--- src/rtl/fetch_pkg.sv ---
// Shared types for the fetch stage: opcode encodings, queue entry and the 2-slot decode bundle.
// Optional predecode flag generation is enabled with FETCH_PREDECODE_CHECK_EN.
package fetch_pkg;

    localparam int unsigned FETCH_XLEN = 32;

    localparam logic [6:0] LOAD   = 7'b0000011;
    localparam logic [6:0] S_TYPE = 7'b0100011;
    localparam logic [6:0] JAL    = 7'b1101111;
    localparam logic [6:0] B_TYPE = 7'b1100011;
    localparam logic [6:0] I_IMME = 7'b0010011;
    localparam logic [6:0] R_TYPE = 7'b0110011;

    typedef struct packed {
        logic [FETCH_XLEN-1:0] instr;
        logic [FETCH_XLEN-1:0] pc;
        logic                  illegal;
    } fetch_entry_t;

    typedef struct packed {
        logic [1:0]   valid;
        fetch_entry_t slot1;
        fetch_entry_t slot0;
    } fetch_out_t;

    function automatic logic opcode_illegal(input logic [6:0] opcode);
        logic bad;
        case (opcode)
            LOAD, S_TYPE, JAL, B_TYPE, I_IMME, R_TYPE: bad = 1'b0;
            default:                                   bad = 1'b1;
        endcase
        return bad;
    endfunction

endpackage

--- src/rtl/fetch_buffer_if.sv ---
// Fetch-stage bus: instruction memory request/response, redirect and the decode handshake.
// out_illegal exists only when FETCH_PREDECODE_CHECK_EN is defined.
interface fetch_buffer_if #(
    parameter int unsigned XLEN = 32
);
    logic            imem_req;
    logic [XLEN-1:0] imem_addr;
    logic            imem_valid;
    logic [XLEN-1:0] imem_rdata0;
    logic [XLEN-1:0] imem_rdata1;
    logic            redirect_valid;
    logic [XLEN-1:0] redirect_pc;
    logic [1:0]      out_valid;
    logic [XLEN-1:0] out_instr0;
    logic [XLEN-1:0] out_instr1;
    logic [XLEN-1:0] out_pc0;
    logic [XLEN-1:0] out_pc1;
    logic            dec_ready;
`ifdef FETCH_PREDECODE_CHECK_EN
    logic [1:0]      out_illegal;
`endif

    modport master (
`ifdef FETCH_PREDECODE_CHECK_EN
        output out_illegal,
`endif
        output imem_req, imem_addr, out_valid, out_instr0, out_instr1, out_pc0, out_pc1,
        input  imem_valid, imem_rdata0, imem_rdata1, redirect_valid, redirect_pc, dec_ready
    );

    modport slave (
`ifdef FETCH_PREDECODE_CHECK_EN
        input  out_illegal,
`endif
        input  imem_req, imem_addr, out_valid, out_instr0, out_instr1, out_pc0, out_pc1,
        output imem_valid, imem_rdata0, imem_rdata1, redirect_valid, redirect_pc, dec_ready
    );

endinterface

--- src/rtl/fetch_fifo.sv ---
// Circular buffer accepting two entries per push and releasing 0-2 entries per cycle, with flush.
// Slots are presented combinationally from the head; invalid slots read as zero.
module fetch_fifo #(
    parameter int unsigned DEPTH   = 8,
    parameter type         entry_t = fetch_pkg::fetch_entry_t,
    localparam int unsigned IdxW   = $clog2(DEPTH),
    localparam int unsigned CntW   = IdxW + 1
) (
    input  logic            clk,
    input  logic            reset,
    input  logic            flush,
    input  logic            push,
    input  entry_t          push_data0,
    input  entry_t          push_data1,
    input  logic [1:0]      pop_cnt,
    output logic [1:0]      out_valid,
    output entry_t          out_slot0,
    output entry_t          out_slot1,
    output logic [CntW-1:0] count
);
    entry_t            mem_q [DEPTH];
    logic [IdxW-1:0]   head_q, head_d, tail_q, tail_d;
    logic [CntW-1:0]   count_q, count_d;

    always_comb begin
        head_d  = head_q + IdxW'(pop_cnt);
        tail_d  = push ? tail_q + IdxW'(2) : tail_q;
        count_d = count_q + (push ? CntW'(2) : CntW'(0)) - CntW'(pop_cnt);
    end

    always_ff @(posedge clk) begin
        if (reset || flush) begin
            head_q  <= '0;
            tail_q  <= '0;
            count_q <= '0;
        end else begin
            if (push) begin
                mem_q[tail_q]              <= push_data0;
                mem_q[tail_q + IdxW'(1)]   <= push_data1;
            end
            head_q  <= head_d;
            tail_q  <= tail_d;
            count_q <= count_d;
        end
    end

    always_comb begin
        out_valid = {count_q >= CntW'(2), count_q >= CntW'(1)};
        out_slot0 = out_valid[0] ? mem_q[head_q] : '0;
        out_slot1 = out_valid[1] ? mem_q[head_q + IdxW'(1)] : '0;
        count     = count_q;
    end

endmodule

--- src/rtl/fetch_buffer.sv ---
// Dual-width fetch stage: owns PC, in-flight flag and request throttling; queues into fetch_fifo.
// Define FETCH_PREDECODE_CHECK_EN to add per-slot illegal-opcode flags.
module fetch_buffer
    import fetch_pkg::*;
#(
    parameter int unsigned     DEPTH    = 8,
    parameter int unsigned     XLEN     = 32,
    parameter logic [XLEN-1:0] RESET_PC = '0,
    localparam int unsigned    CntW     = $clog2(DEPTH) + 1
) (
    input  logic          clk,
    input  logic          reset,
    fetch_buffer_if.master bus
);
    logic [XLEN-1:0] pc_q, pc_d, req_pc_q, req_pc_d;
    logic            inflight_q, inflight_d;
    logic            req, push;
    logic [1:0]      pop_cnt;
    logic [CntW-1:0] count;
    fetch_entry_t    push0, push1;
    fetch_out_t      out;

    // Space is reserved for the in-flight pair and the new one; pops are not credited.
    always_comb begin
        req        = !bus.redirect_valid &&
                     (32'(count) + (inflight_q ? 32'd2 : 32'd0) + 32'd2 <= 32'(DEPTH));
        pc_d       = pc_q;
        req_pc_d   = req_pc_q;
        inflight_d = req;
        if (bus.redirect_valid) begin
            pc_d = bus.redirect_pc;
        end else if (req) begin
            pc_d     = pc_q + XLEN'(8);
            req_pc_d = pc_q;
        end
    end

    always_ff @(posedge clk) begin
        if (reset) begin
            pc_q       <= RESET_PC;
            req_pc_q   <= '0;
            inflight_q <= 1'b0;
        end else begin
            pc_q       <= pc_d;
            req_pc_q   <= req_pc_d;
            inflight_q <= inflight_d;
        end
    end

    always_comb begin
        push          = bus.imem_valid && inflight_q && !bus.redirect_valid;
        push0.instr   = bus.imem_rdata0;
        push0.pc      = req_pc_q;
        push1.instr   = bus.imem_rdata1;
        push1.pc      = req_pc_q + XLEN'(4);
`ifdef FETCH_PREDECODE_CHECK_EN
        push0.illegal = opcode_illegal(bus.imem_rdata0[6:0]);
        push1.illegal = opcode_illegal(bus.imem_rdata1[6:0]);
`else
        push0.illegal = 1'b0;
        push1.illegal = 1'b0;
`endif
        pop_cnt = bus.dec_ready ? 2'(out.valid[0]) + 2'(out.valid[1]) : 2'd0;
    end

    fetch_fifo #(
        .DEPTH   (DEPTH),
        .entry_t (fetch_entry_t)
    ) u_fifo (
        .clk        (clk),
        .reset      (reset),
        .flush      (bus.redirect_valid),
        .push       (push),
        .push_data0 (push0),
        .push_data1 (push1),
        .pop_cnt    (pop_cnt),
        .out_valid  (out.valid),
        .out_slot0  (out.slot0),
        .out_slot1  (out.slot1),
        .count      (count)
    );

    always_comb begin
        bus.imem_req   = req;
        bus.imem_addr  = pc_q;
        bus.out_valid  = out.valid;
        bus.out_instr0 = out.slot0.instr;
        bus.out_instr1 = out.slot1.instr;
        bus.out_pc0    = out.slot0.pc;
        bus.out_pc1    = out.slot1.pc;
`ifdef FETCH_PREDECODE_CHECK_EN
        bus.out_illegal = {out.slot1.illegal, out.slot0.illegal};
`endif
    end

endmodule
--- src/flat_wrapper.sv ---
// flat-port wrapper written by rule: the top's interface ports become plain ports
module fetch_buffer_flat import fetch_pkg::*;
#(
    parameter int unsigned     DEPTH    = 8,
    parameter int unsigned     XLEN     = 32,
    parameter logic [XLEN-1:0] RESET_PC = '0,
    localparam int unsigned    CntW     = $clog2(DEPTH) + 1
)
  (clk, reset, bus_imem_req, bus_imem_addr, bus_out_valid, bus_out_instr0, bus_out_instr1, bus_out_pc0, bus_out_pc1, bus_imem_valid, bus_imem_rdata0, bus_imem_rdata1, bus_redirect_valid, bus_redirect_pc, bus_dec_ready);
  fetch_buffer_if #(.XLEN(XLEN)) bus_i ();
  input  logic clk;
  input  logic reset;
  output wire logic [$bits(bus_i.imem_req)-1:0] bus_imem_req;
  output wire logic [$bits(bus_i.imem_addr)-1:0] bus_imem_addr;
  output wire logic [$bits(bus_i.out_valid)-1:0] bus_out_valid;
  output wire logic [$bits(bus_i.out_instr0)-1:0] bus_out_instr0;
  output wire logic [$bits(bus_i.out_instr1)-1:0] bus_out_instr1;
  output wire logic [$bits(bus_i.out_pc0)-1:0] bus_out_pc0;
  output wire logic [$bits(bus_i.out_pc1)-1:0] bus_out_pc1;
  input wire logic [$bits(bus_i.imem_valid)-1:0] bus_imem_valid;
  input wire logic [$bits(bus_i.imem_rdata0)-1:0] bus_imem_rdata0;
  input wire logic [$bits(bus_i.imem_rdata1)-1:0] bus_imem_rdata1;
  input wire logic [$bits(bus_i.redirect_valid)-1:0] bus_redirect_valid;
  input wire logic [$bits(bus_i.redirect_pc)-1:0] bus_redirect_pc;
  input wire logic [$bits(bus_i.dec_ready)-1:0] bus_dec_ready;
  assign bus_imem_req = bus_i.imem_req;
  assign bus_imem_addr = bus_i.imem_addr;
  assign bus_out_valid = bus_i.out_valid;
  assign bus_out_instr0 = bus_i.out_instr0;
  assign bus_out_instr1 = bus_i.out_instr1;
  assign bus_out_pc0 = bus_i.out_pc0;
  assign bus_out_pc1 = bus_i.out_pc1;
  assign bus_i.imem_valid = bus_imem_valid;
  assign bus_i.imem_rdata0 = bus_imem_rdata0;
  assign bus_i.imem_rdata1 = bus_imem_rdata1;
  assign bus_i.redirect_valid = bus_redirect_valid;
  assign bus_i.redirect_pc = bus_redirect_pc;
  assign bus_i.dec_ready = bus_dec_ready;
  fetch_buffer #(.DEPTH(DEPTH), .XLEN(XLEN), .RESET_PC(RESET_PC)) u_core (.clk(clk), .reset(reset), .bus(bus_i));
endmodule
--- config.mk ---
export PLATFORM = sky130hd
export DESIGN_NAME = fetch_buffer_flat
export DESIGN_NICKNAME = d
export VERILOG_FILES = /design/src/rtl/fetch_pkg.sv /design/src/rtl/fetch_buffer_if.sv /design/src/rtl/fetch_fifo.sv /design/src/rtl/fetch_buffer.sv /design/src/flat_wrapper.sv
export SDC_FILE = /design/constraint.sdc
export NUM_CORES = 1
export LEC_CHECK = 0
export CAP_MARGIN = 20
export CORE_ASPECT_RATIO = 2
export CORE_MARGIN = 5
export CORE_UTILIZATION = 62
export DETAILED_ROUTE_END_ITERATION = 16
export MAX_ROUTING_LAYER = met4
export PLACE_DENSITY = 0.95
export SLEW_MARGIN = 0
export SYNTH_ARGS = -nofsm -noshare
export SYNTH_HDL_FRONTEND = slang
export SYNTH_SLANG_ARGS = --single-unit
--- constraint.sdc ---
create_clock -name clk -period 13.2 [get_ports clk]
set_clock_uncertainty 0.2 [all_clocks]
set_input_delay 1.98 -clock clk [delete_from_list [all_inputs] [get_ports clk]]
set_output_delay 1.98 -clock clk [all_outputs]
set_load 0.05 [all_outputs]
==> Yosys cells after proc, flatten, opt, wreduce, memory -nomap -nowiden <==
Memories as Yosys holds them, arrays and structs flattened. A register that Yosys moved wholly into a read port is not among the register bits.
Cells that the tools add are included.
{ "word_totals": {"regBits": 75, "latchBits": 0, "ramBits": 512, "rom_bits": 0, "inputBits": 101, "elab_cells": 40, "mem_count": 1} }
{ "classes": {"addsub": 11, "mul": 0, "div": 0, "magnitude_cmp": 3, "n_eq_ne": 0, "n_shift": 0, "n_mux": 11, "bitwise": 1, "n_reduce_logical": 7} }
{ "mem_list": {"columns": ["name", "words", "word_bits", "rd", "rd_clocked_by_memory_dff", "write_ports", "line", "source"], "rows": [
  ["u_core.u_fifo.mem_q", 8, 64, 2, 1, 2, "fetch_fifo.sv:21", "entry_t mem_q [DEPTH];"]
]} }
{ "ops": {"columns": ["operator", "n"], "rows": [
  ["2-to-1 mux 65 bit", 2],
  ["2-to-1 mux 32 bit", 2],
  ["adder 32 x 2 -> 32 bit (second input constant)", 1],
  ["adder 32 x 3 -> 32 bit (second input constant)", 1],
  ["adder 32 x 4 -> 32 bit (second input constant)", 1],
  ["adder 4 x 32 -> 32 bit", 1],
  ["<= comparator 32 x 4 -> 1 bit (second input constant)", 1],
  ["adder 3 x 1 -> 3 bit (second input constant)", 2],
  ["2-to-1 mux 2 bit", 3],
  ["adder 4 x 2 -> 4 bit", 1],
  ["greater-or-equal comparator 4 x 1 -> 1 bit (second input constant)", 1],
  ["greater-or-equal comparator 4 x 2 -> 1 bit (second input constant)", 1],
  ["subtractor 4 x 2 -> 4 bit", 1],
  ["adder 3 x 2 -> 3 bit", 1],
  ["adder 3 x 2 -> 3 bit (second input constant)", 1],
  ["logical AND 1 bit", 3],
  ["2-to-1 mux 1 bit", 3],
  ["2-to-1 mux 3 bit", 1],
  ["adder 1 x 1 -> 2 bit", 1],
  ["AND reduction 2 bit", 1],
  ["nonzero test 2 bit", 1],
  ["logical NOT 1 bit", 1],
  ["logical OR 1 bit", 1],
  ["inverter 1 bit", 1]
]} }

==> Longest topological paths before layout <==
Gate-level depths: netlist of the first run.
{ "depth": {"ltp_word": 7, "mapped_depth": 18} }

==> Hierarchy <==
Synthesis of the first run repeated with hierarchy kept, for this count alone.
{ "hier_totals": {"cells_unflattened": 1540, "area_unflattened_um2": 27555.2} }
{ "by_module_without_submodules": {"columns": ["mod", "instances", "cells_per_inst", "area_each_um2", "seq_area_each_um2"], "rows": [
  ["fetch_fifo", 1, 1056, 23719.0, 15795.1],
  ["fetch_buffer", 1, 484, 3836.2, 1301.2]
]} }

==> Worst setup path after synthesis of the first run <==
No wires, ideal clock.
{ "synth_timing": {"path_kind": "input -> register", "start": "input bus_redirect_valid", "end": "memory u_core.u_fifo.mem_q[0][0] (netlist name) (enable)", "setup_time_ps": 501, "arrival_ps": 5595, "required_time_ps": 12499, "path_slack_ps": 6904, "path_stages": 4, "cell_sequence": "clkbuf_1 clkbuf_1 nor2_1 and3_1"} }
{ "synth_lines": {"columns": ["element", "line", "source"], "rows": [
  ["start: declaration", "flat_wrapper.sv:23", "input wire logic [$bits(bus_i.redirect_valid)-1:0] bus_redirect_valid;"],
  ["end: declaration", "fetch_fifo.sv:21", null]
]} }

==> Worst setup path in the final report of the first run <==
{ "layout_timing": {"start": "register u_core.u_fifo.head_q[0]", "end": "output bus_out_pc1[9]"} }
{ "layout_via": {"elab_chain_cells": 3} }
{ "layout_rtl": {"columns": ["element", "line", "source"], "rows": [
  ["start: declaration", "fetch_fifo.sv:22", "logic [IdxW-1:0] head_q, head_d, tail_q, tail_d;"],
  ["start signal: assignment", "fetch_fifo.sv:33", "head_q <= '0;"],
  ["start signal: assignment", "fetch_fifo.sv:41", "head_q <= head_d;"],
  ["adder 3 x 1 -> 3 bit", "fetch_fifo.sv:50", "out_slot1 = out_valid[1] ? mem_q[head_q + IdxW'(1)] : '0;"],
  ["memory (8 x 64 bit)", null, null],
  ["2-to-1 mux 65 bit", "fetch_fifo.sv:50", null],
  ["end: declaration", "flat_wrapper.sv:19", "output wire logic [$bits(bus_i.out_pc1)-1:0] bus_out_pc1;"]
]} }
No other way between the ends.

==> results.sh, run 1 <==
export IMPL_die_h_um=306
export IMPL_path_clk_slew_ns=0.07
export IMPL_place_area_mm2=0.0302
export IMPL_grt_pass1_vias=18000
export IMPL_worst_pin_slew_ns=1.10
export IMPL_dp_cells=2403
export IMPL_track_usage_pct=28.8
export IMPL_instances_no_fill=2492
export IMPL_p_sw_mw=2.20
export IMPL_synth_seq_cells=578
export IMPL_avgSynthCellArea_um2=16.0
export IMPL_p_per_area_mw_per_mm2=186
export IMPL_timing_fmax_mhz=138
export IMPL_grt_pass1_wl_um=104000
export IMPL_ioPinCount=264
export IMPL_status="finished, final reports clean"
export IMPL_pwr_share_seq_pct=35.6
export IMPL_endpoint_kind="output pin"
export IMPL_drtAntennaViolNets=0
export IMPL_io_buffers=263
export IMPL_avgViaCountPerCell=6.94
export IMPL_grt_max_degree=81
export IMPL_hpwl_um=42900
export IMPL_switching_share_pct=37.3
export IMPL_power_leakage_nw=9.74
export IMPL_antenna_found_initial=2
export IMPL_cts_num_sinks=578
export IMPL_finalWorstPathRequiredPeriod_ns=7.25
export IMPL_gp_congestion=0.865
export IMPL_numCtsBuffers=45
export IMPL_cts_max_path_buffers=3
export IMPL_cp_start_kind="flip-flop"
export IMPL_crit_arrival_ns=5.07
export IMPL_initial_core_util_pct=62.7
export IMPL_synthFlopType="edfxtp_1"
export IMPL_path_cells="ha_4, buf_4, mux4_2, nand2_1, a21oi_1, clkdlybuf4s50_1"
export IMPL_critical_path_class="reg -> out"
export IMPL_final_cell_area_mm2=0.0318
export IMPL_power_frac_comb_pct=41.2
export IMPL_intPower_mw=3.70
export IMPL_cpPeakStageDelay_ns=0.96
export IMPL_ys_warnings_count=0
export IMPL_crit_fanout=55
export IMPL_total_power_mw=5.90
export IMPL_row_count=108
export IMPL_final_common_cell="edfxtp_1"
export IMPL_drt_iter0_drc=1810
export IMPL_insertion_delay_ns=0.58
export IMPL_ir_worst_vdd_uv=119
export IMPL_synth_cell_types=50
export IMPL_final_cell_mix="edfxtp_1 (504), clkdlybuf4s50_1 (261), mux4_2 (252)"
export IMPL_synth_edf_count=504
export IMPL_timing_final_crit_share_pct=54.9
export IMPL_routed_wl_um=68400
export IMPL_top_usage_layer="met2"
export IMPL_cts_repair_resized=0
export IMPL_pwr_share_clk_pct=23.2
export IMPL_max_slew_margin_rel_pct=26.0
export IMPL_async_flop_share_pct=0
export IMPL_grt_setup_unrepaired="false"
export IMPL_cts_tree="done"
export IMPL_drc=0
export IMPL_h_tree_depth=2
export IMPL_dieArea_mm2=0.0484
export IMPL_root_buffer="clkbuf_16"
export IMPL_drv_slew=0
export IMPL_hold_violations=0
export IMPL_min_path_type="reg -> reg"
export IMPL_holdWs_ns=0.311
export IMPL_syn_inst=1698
export IMPL_use_met1_pct=34.2
export IMPL_synth_nets=1819
export IMPL_setup_viol=0
export IMPL_grtUsageMet2_pct=48.4
export IMPL_postCtsHoldBufs=0
export IMPL_gr_total_overflow=0
export IMPL_routedWlPerCell_um=27.5
export IMPL_areaGrowthSynthToFinish_pct=16.8
export IMPL_cts_setup_buffers=0
export IMPL_layout_drive_gt1_share_pct=19.3
export IMPL_met3_usage_pct=3.99
export IMPL_routed_via_count=17300
export IMPL_setup_tns_ns=0
export IMPL_worst_ep_required_time_ns=11.02
export IMPL_coreArea_mm2=0.0434
export IMPL_final_nets=2024
export IMPL_cp_slowest_cell="dfxtp_4"
export IMPL_cap_viol_max_count=0
export IMPL_fp_dieW_um=158
export IMPL_ys_seq_area_share_pct=61.1
export IMPL_syn_area_mm2=0.0272
export IMPL_dr_pass1_iters=7
area by class of cell:
cell class | count | area [um^2]
Fill cell | 2415 | 11600
Timing Repair Buffer | 290 | 2890
Clock buffer | 52 | 1150
Tap cell | 550 | 688
Sequential cell | 578 | 16600
Inverter | 23 | 86.3
Antenna cell | 2 | 5.00
Clock inverter | 32 | 325
Multi-Input combinational cell | 965 | 9990
path summary, 6_finish.rpt:
check / start / to / slack, ns / cells past startpoint
worst max register to register: u_core.u_fifo.count[2] / u_core.u_fifo.count[3] / 7.74 / 17
worst min register to register: u_core.bus.imem_addr[0] / u_core.req_pc_q[0] / 0.31 / 2
worst min-delay path: u_core.bus.imem_addr[0] / u_core.req_pc_q[0] / 0.31 / 2
worst max-delay path: u_core.u_fifo.head_q[0] / bus_out_pc1[9] / 5.95 / 6
registers in the layout (all words and copies together) (netlist names):
register              flops
u_core.u_fifo.mem_q     504
u_core.bus.imem_addr     32
u_core.req_pc_q          32
u_core.u_fifo.count       4
u_core.u_fifo.head_q      3
u_core.u_fifo.tail_q      2
u_core.inflight_q         1
critical path, delay by kind of cell (launching register included):
family | cells | cell delay (ns)
buf+inv | 2 | 1.77
flops | 1 | 0.96
fa+ha+maj | 1 | 0.85
compound gates | 1 | 0.42
mux | 1 | 0.38
simple gates | 1 | 0.06
cell families (layout without fill, tap and decap cells):
logic type / after synthesis / after routing / synth area share, %
AO/OA/AOI/OAI: 189 / 189 / 4.04
XOR/XNOR: 36 / 36 / 1.16
adder cells (fa/ha/maj): 20 / 20 / 1.00
buffers and inverters: 155 / 397 / 2.39
flip-flops: 578 / 578 / 61.1
multiplexers: 317 / 317 / 23.3
other: 0 / 2 / 0
AND/OR/NAND/NOR: 403 / 403 / 7.01
per-stage QoR:
| step | setup WS (ns) | utilization, % |
|---|---|---|
| floorplan | 6.90 | - |
| global placement | 6.36 | 69.6 |
| detailed placement | 6.19 | 69.6 |
| CTS | 5.55 | 73.0 |
| global route | 5.56 | 73.2 |
| finish | 5.95 | 73.2 |
power groups by stage:
stage                     Combinational (mW)  Sequential [mW]  Clock (mW)
after floorplan                         1.73             2.12           0
after global placement                  2.34             2.14           0
after detailed placement                2.41             2.15           0
after CTS                               2.42             2.11        1.38
after global routing                    2.56             2.11        1.46
final                                   2.43             2.10        1.37
metal layers:
layer / share of wire, % / vias to the layer above
met5: 0 / -
met4: 5.1 / 0
met3: 8.5 / 197
met2: 53 / 1139
met1: 33 / 8737
li1: - / 7214
synthesized netlist by cell type (all sizes together), types with 3 or more instances:
cell	number	area share (%)
dfxtp	74	5.5
xnor2	25	0.81
or3	9	0.21
and3	13	0.30
a211oi	3	0.083
or4	18	0.50
mux4	252	21
buf	45	0.87
nand2	149	2.1
nand3	52	0.96
a2111oi	3	0.097
o31ai	11	0.30
or2	3	0.069
fa	3	0.22
nor4	4	0.14
nor2	103	1.4
edfxtp	504	56
a21oi	102	1.9
and4	7	0.23
o31a	4	0.13
mux2i	65	2.4
xor2	11	0.35
clkbuf	87	1.2
a311oi	19	0.61
ha	17	0.78
o21ai	42	0.77
nor3	5	0.092
and2	12	0.28
nand4	18	0.44
inv	22	0.30
No activity file was read; power rests on OpenSTA's default activity.
==> run 2, diff against run 1 <==
CORE_UTILIZATION = 52   (was 62)
PLACE_DENSITY = 0.88   (was 0.95)
clock period = 6.1 ns   (was 13.2 ns; I/O delays follow)
==> run 2 against run 1 <==
- setup slack got worse by 4.8 ns
- die area is 18% higher
- critical path depth unchanged
- clock power rose by 150%
- core utilization is 11 points lower
- hold slack lost 0.0097 ns
- wire length decreased by 3.1%
- combinational power rose by 120%
- sequential power up 110%
- final cell count rose by 4.9%
==> results.sh, run 2 (synthesized netlist as in run 1, its figures left out) <==
export IMPL_setup_tns_ns=0
export IMPL_postCtsHoldBufs=0
export IMPL_crit_arrival_ns=3.87
export IMPL_drc=0
export IMPL_status="finished, final reports clean"
export IMPL_antenna_found_initial=2
export IMPL_dieArea_mm2=0.0572
export IMPL_worst_pin_slew_ns=1.14
export IMPL_crit_fanout=37
export IMPL_grt_pass1_wl_um=102000
export IMPL_min_path_type="reg -> reg"
export IMPL_power_frac_comb_pct=40.2
export IMPL_initial_core_util_pct=52.5
export IMPL_n_fill_cell=3532
export IMPL_instances_no_fill=2614
export IMPL_ir_worst_vdd_uv=303
export IMPL_finalWorstPathRequiredPeriod_ns=4.98
export IMPL_coreArea_mm2=0.0518
export IMPL_layout_drive_gt1_share_pct=19.8
export IMPL_cp_start_kind="flip-flop"
export IMPL_gp_congestion=0.865
export IMPL_worst_ep_required_time_ns=4.98
export IMPL_place_area_mm2=0.0305
export IMPL_grt_setup_unrepaired="false"
export IMPL_die_h_um=333
export IMPL_endpoint_kind="output pin"
export IMPL_cts_tree="done"
export IMPL_cts_num_sinks=578
export IMPL_pwr_share_seq_pct=34.1
export IMPL_max_slew_margin_rel_pct=23.2
export IMPL_routed_wl_um=66300
export IMPL_io_buffers=263
export IMPL_dp_cells=2518
export IMPL_path_clk_slew_ns=0.07
export IMPL_intPower_mw=8.43
export IMPL_switching_share_pct=36.1
export IMPL_final_nets=2031
export IMPL_numCtsBuffers=50
export IMPL_routed_via_count=16900
export IMPL_gr_total_overflow=0
export IMPL_drv_slew=0
export IMPL_timing_fmax_mhz=201
export IMPL_dr_pass1_iters=7
export IMPL_setup_viol=0
export IMPL_cts_repair_resized=0
export IMPL_holdWs_ns=0.302
export IMPL_regMostFlops="u_core.u_fifo.mem_q"
export IMPL_hold_violations=0
export IMPL_cpPeakStageDelay_ns=0.90
export IMPL_cts_max_path_buffers=3
export IMPL_cts_setup_buffers=0
export IMPL_drtAntennaViolNets=0
export IMPL_drt_iter0_drc=1436
export IMPL_power_leakage_nw=9.91
export IMPL_routedWlPerCell_um=25.4
export IMPL_largest_reg_flops=504
export IMPL_timing_final_crit_share_pct=81.7
export IMPL_insertion_delay_ns=0.60
export IMPL_root_buffer="clkbuf_16"
export IMPL_grt_max_degree=109
export IMPL_pwr_share_clk_pct=25.7
export IMPL_fp_dieW_um=172
export IMPL_h_tree_depth=2
export IMPL_grt_pass1_vias=17700
export IMPL_p_sw_mw=4.77
export IMPL_hpwl_um=42500
export IMPL_final_util_pct=62.2
export IMPL_track_usage_pct=23.8
export IMPL_final_cell_area_mm2=0.0323
export IMPL_cp_slowest_cell="clkdlybuf4s50_1"
export IMPL_avgViaCountPerCell=6.47
export IMPL_row_count=118
export IMPL_cap_viol_max_count=0
export IMPL_p_per_area_mw_per_mm2=409
export IMPL_final_common_cell="edfxtp_1"
export IMPL_ioPinCount=264
export IMPL_areaGrowthSynthToFinish_pct=18.7
export IMPL_path_cells="ha_4, buf_12, mux4_2, nand2_1, a21oi_1, clkdlybuf4s50_1"
export IMPL_critical_path_class="reg -> out"
export IMPL_final_cell_mix="edfxtp_1 (504), clkdlybuf4s50_1 (261), mux4_2 (252)"
## run 2: final cells by class
type	instances	area, um^2	area share [%]
diodes	2	5.00	0.0155
clock buffers	56	1280	3.98
clock inverters	38	490	1.52
inverters	23	86.3	0.268
multi-input cells	965	9990	31.0
flip-flops and latches	578	16600	51.6
well taps	660	826	2.56
repair buffers	292	2940	9.12
## run 2: path summary, 6_finish.rpt
| check | from | cells after the start | endpoint | slack, ns |
|---|---|---|---|---|
| worst min-delay path | u_core.bus.imem_addr[2] | 2 | u_core.req_pc_q[2] | 0.30 |
| worst max-delay path | u_core.u_fifo.head_q[0] | 6 | bus_out_pc1[4] | 1.12 |
| worst max register to register | u_core.u_fifo.count[2] | 15 | u_core.u_fifo.count[3] | 1.93 |
| worst min register to register | u_core.bus.imem_addr[2] | 2 | u_core.req_pc_q[2] | 0.30 |
## run 2: per-stage QoR
stage,worst slack [ns],power [mW]
finish,1.12,13.2
global route,0.901,13.7
CTS,1.03,13.3
detailed placement,1.69,9.92
global placement,1.74,9.83
floorplan,0.869,8.32
## run 2: power groups by stage
| stage | sequential (mW) | combinational [mW] | clock, mW |
|---|---|---|---|
| 3_5_place_dp | 4.58 | 5.34 | 0 |
| 6_report | 4.50 | 5.30 | 3.39 |
| 4_1_cts | 4.50 | 5.36 | 3.44 |
| 5_1_grt | 4.51 | 5.62 | 3.61 |
| 2_1_floorplan | 4.58 | 3.74 | 0 |
| 3_3_place_gp | 4.57 | 5.25 | 0 |
## run 2: critical path, delay by kind of cell (launching register included)
| kind | cells | cell delay [ns] |
|---|---|---|
| flops | 1 | 0.44 |
| fa+ha+maj | 1 | 0.81 |
| buf+inv | 2 | 1.26 |
| compound gates | 1 | 0.41 |
| mux | 1 | 0.28 |
| simple gates | 1 | 0.06 |
## run 2: layer usage
layer	GRT usage, %	vias up	share of wire [%]
met5	-	-	0
met4	9.55	0	4.1
met3	3.80	142	7.9
met2	41.5	851	54
met1	27.1	8682	34
li1	-	7248	-
==> run 3, diff against run 2 <==
clock period = 4.4 ns   (was 6.1 ns; I/O delays follow)
==> run 3 against run 2 <==
- flip-flop and latch count unchanged
- critical endpoint is now bus_out_pc0[6]
- register-to-register slack lost 0.93 ns
- design area fell by 1.0%
- hold slack about the same
- clock-buffer cell count fell by 4
- setup slack got worse by 0.67 ns
- highest routed layer unchanged
==> results.sh, run 3 (synthesized netlist as in run 1, its figures left out) <==
export IMPL_grt_pass1_wl_um=103000
export IMPL_row_count=118
export IMPL_worst_pin_slew_ns=1.03
export IMPL_drtAntennaViolNets=0
export IMPL_routedWlPerCell_um=25.6
export IMPL_min_path_type="reg -> reg"
export IMPL_hpwl_um=41500
export IMPL_cts_max_path_buffers=3
export IMPL_layout_drive_gt1_share_pct=26.2
export IMPL_finalWorstPathRequiredPeriod_ns=3.95
export IMPL_drt_iter0_drc=1581
export IMPL_path_cells="buf_12, mux4_2, mux2i_1, nor2_1, buf_4"
export IMPL_die_h_um=333
export IMPL_critical_path_class="reg -> out"
export IMPL_final_util_pct=61.6
export IMPL_setup_viol=0
export IMPL_h_tree_depth=2
export IMPL_final_cell_mix="edfxtp_1 (504), mux4_2 (252), nand2_1 (149)"
export IMPL_drv_slew=0
export IMPL_drc=0
export IMPL_regMostFlops="u_core.u_fifo.mem_q"
export IMPL_timing_fmax_mhz=253
export IMPL_numCtsBuffers=48
export IMPL_cts_num_sinks=578
export IMPL_path_buf_inv=2
export IMPL_timing_final_crit_share_pct=89.9
export IMPL_setup_tns_ns=0
export IMPL_insertion_delay_ns=0.60
export IMPL_dp_cells=2518
export IMPL_antenna_found_initial=5
export IMPL_cts_repair_resized=0
export IMPL_grt_max_degree=128
export IMPL_io_buffers=263
export IMPL_final_common_cell="edfxtp_1"
export IMPL_r2r_cells=15
export IMPL_largest_reg_flops=504
export IMPL_crit_arrival_ns=3.09
export IMPL_dieArea_mm2=0.0572
export IMPL_path_depth=5
export IMPL_ioPinCount=264
export IMPL_grt_setup_unrepaired="false"
export IMPL_cp_slowest_cell="buf_12"
export IMPL_areaGrowthSynthToFinish_pct=17.5
export IMPL_cts_setup_buffers=0
export IMPL_postCtsHoldBufs=0
export IMPL_root_buffer="clkbuf_16"
export IMPL_path_clk_slew_ns=0.07
export IMPL_multiInputGateArea_mm2=0.00999
export IMPL_track_usage_pct=23.9
export IMPL_cp_top_family="multiplexers"
export IMPL_avgViaCountPerCell=6.45
export IMPL_max_slew_margin_rel_pct=31.3
export IMPL_instances_no_fill=2611
export IMPL_hold_violations=0
export IMPL_ff_latch_area_mm2=0.0166
export IMPL_cts_tree="done"
export IMPL_grt_pass1_vias=18100
export IMPL_status="finished, final reports clean"
export IMPL_dr_pass1_iters=5
export IMPL_initial_core_util_pct=52.5
export IMPL_routed_via_count=16800
export IMPL_endpoint_kind="output pin"
export IMPL_cpPeakStageDelay_ns=0.60
export IMPL_cp_start_kind="flip-flop"
export IMPL_regToRegSetupSlack_ns=1.00
export IMPL_coreArea_mm2=0.0518
export IMPL_routed_wl_um=66900
export IMPL_cap_viol_max_count=0
export IMPL_final_nets=2029
export IMPL_p_per_area_mw_per_mm2=559
export IMPL_crit_fanout=127
export IMPL_n_fill_cell=3642
export IMPL_holdPathStages=2
export IMPL_ir_worst_vdd_uv=479
export IMPL_gr_total_overflow=0
export IMPL_power_leakage_nw=10.1
export IMPL_gp_congestion=0.857
export IMPL_fp_dieW_um=172
export IMPL_worst_ep_required_time_ns=3.54
==> run 3: cell types whose count changed in the layout (fill, tap and decap cells not counted), sizes merged <==
| cell | change |
|---|---|
| buf | +129 |
| clkdlybuf4s50 | -130 |
| dlymetal6s2s | +1 |
| diode | +4 |
| bufinv | -4 |
| clkinv | -1 |
| clkinvlp | +2 |
| clkbuf | -4 |
==> run 3: worst paths after layout <==
kind                            from                      to
max          u_core.u_fifo.head_q[0]          bus_out_pc0[6]
min          u_core.bus.imem_addr[0]      u_core.req_pc_q[0]
max reg2reg   u_core.u_fifo.count[2]  u_core.u_fifo.count[3]
min reg2reg  u_core.bus.imem_addr[0]      u_core.req_pc_q[0]
==> run 3: worst min-delay path, cell delays in order, from the launching register on <==
cell	delay [ns]
dfxtp_1	0.33
nand3_1	0.07
a21oi_1	0.06
==> run 3: layer usage <==
| metal | part of all wire, % | up-vias | GRT usage (%) |
|---|---|---|---|
| met4 | 3.8 | 0 | 8.52 |
| li1 | - | 7236 | - |
| met5 | 0 | - | - |
| met1 | 34 | 8615 | 27.4 |
| met3 | 7.6 | 134 | 3.41 |
| met2 | 54 | 857 | 42.4 |
==> run 3: where the power goes <==
part,total [mW],leakage [nW],switching [mW],internal (mW)
combinational,7.28,4.12,4.48,2.80
clock,4.33,0.768,1.95,2.38
sequential,6.24,5.21,0.171,6.07
total,17.9,10.1,6.60,11.2
==> run 3: cell type report <==
class | instances | share of cell area [%]
diodes | 6 | 0.0470
flip-flops and latches | 578 | 52.1
inverters | 23 | 0.270
repair buffers | 292 | 8.75
well taps | 660 | 2.59
clock inverters | 35 | 1.16
multi-input cells | 965 | 31.3
clock buffers | 52 | 3.81
==> run 3: stage by stage <==
stage          area [um^2]  hold slack, ns  total power [mW]  setup slack, ns
6_report             31900           0.301              17.9            0.446
4_1_cts              31900           0.299              18.0           0.0547
3_3_place_gp         30300           0.281              13.5            0.724
5_1_grt              31900           0.328              18.6            0.285
3_5_place_dp         30300           0.286              13.7            0.712
2_1_floorplan        27200           0.254              11.5          0.00741
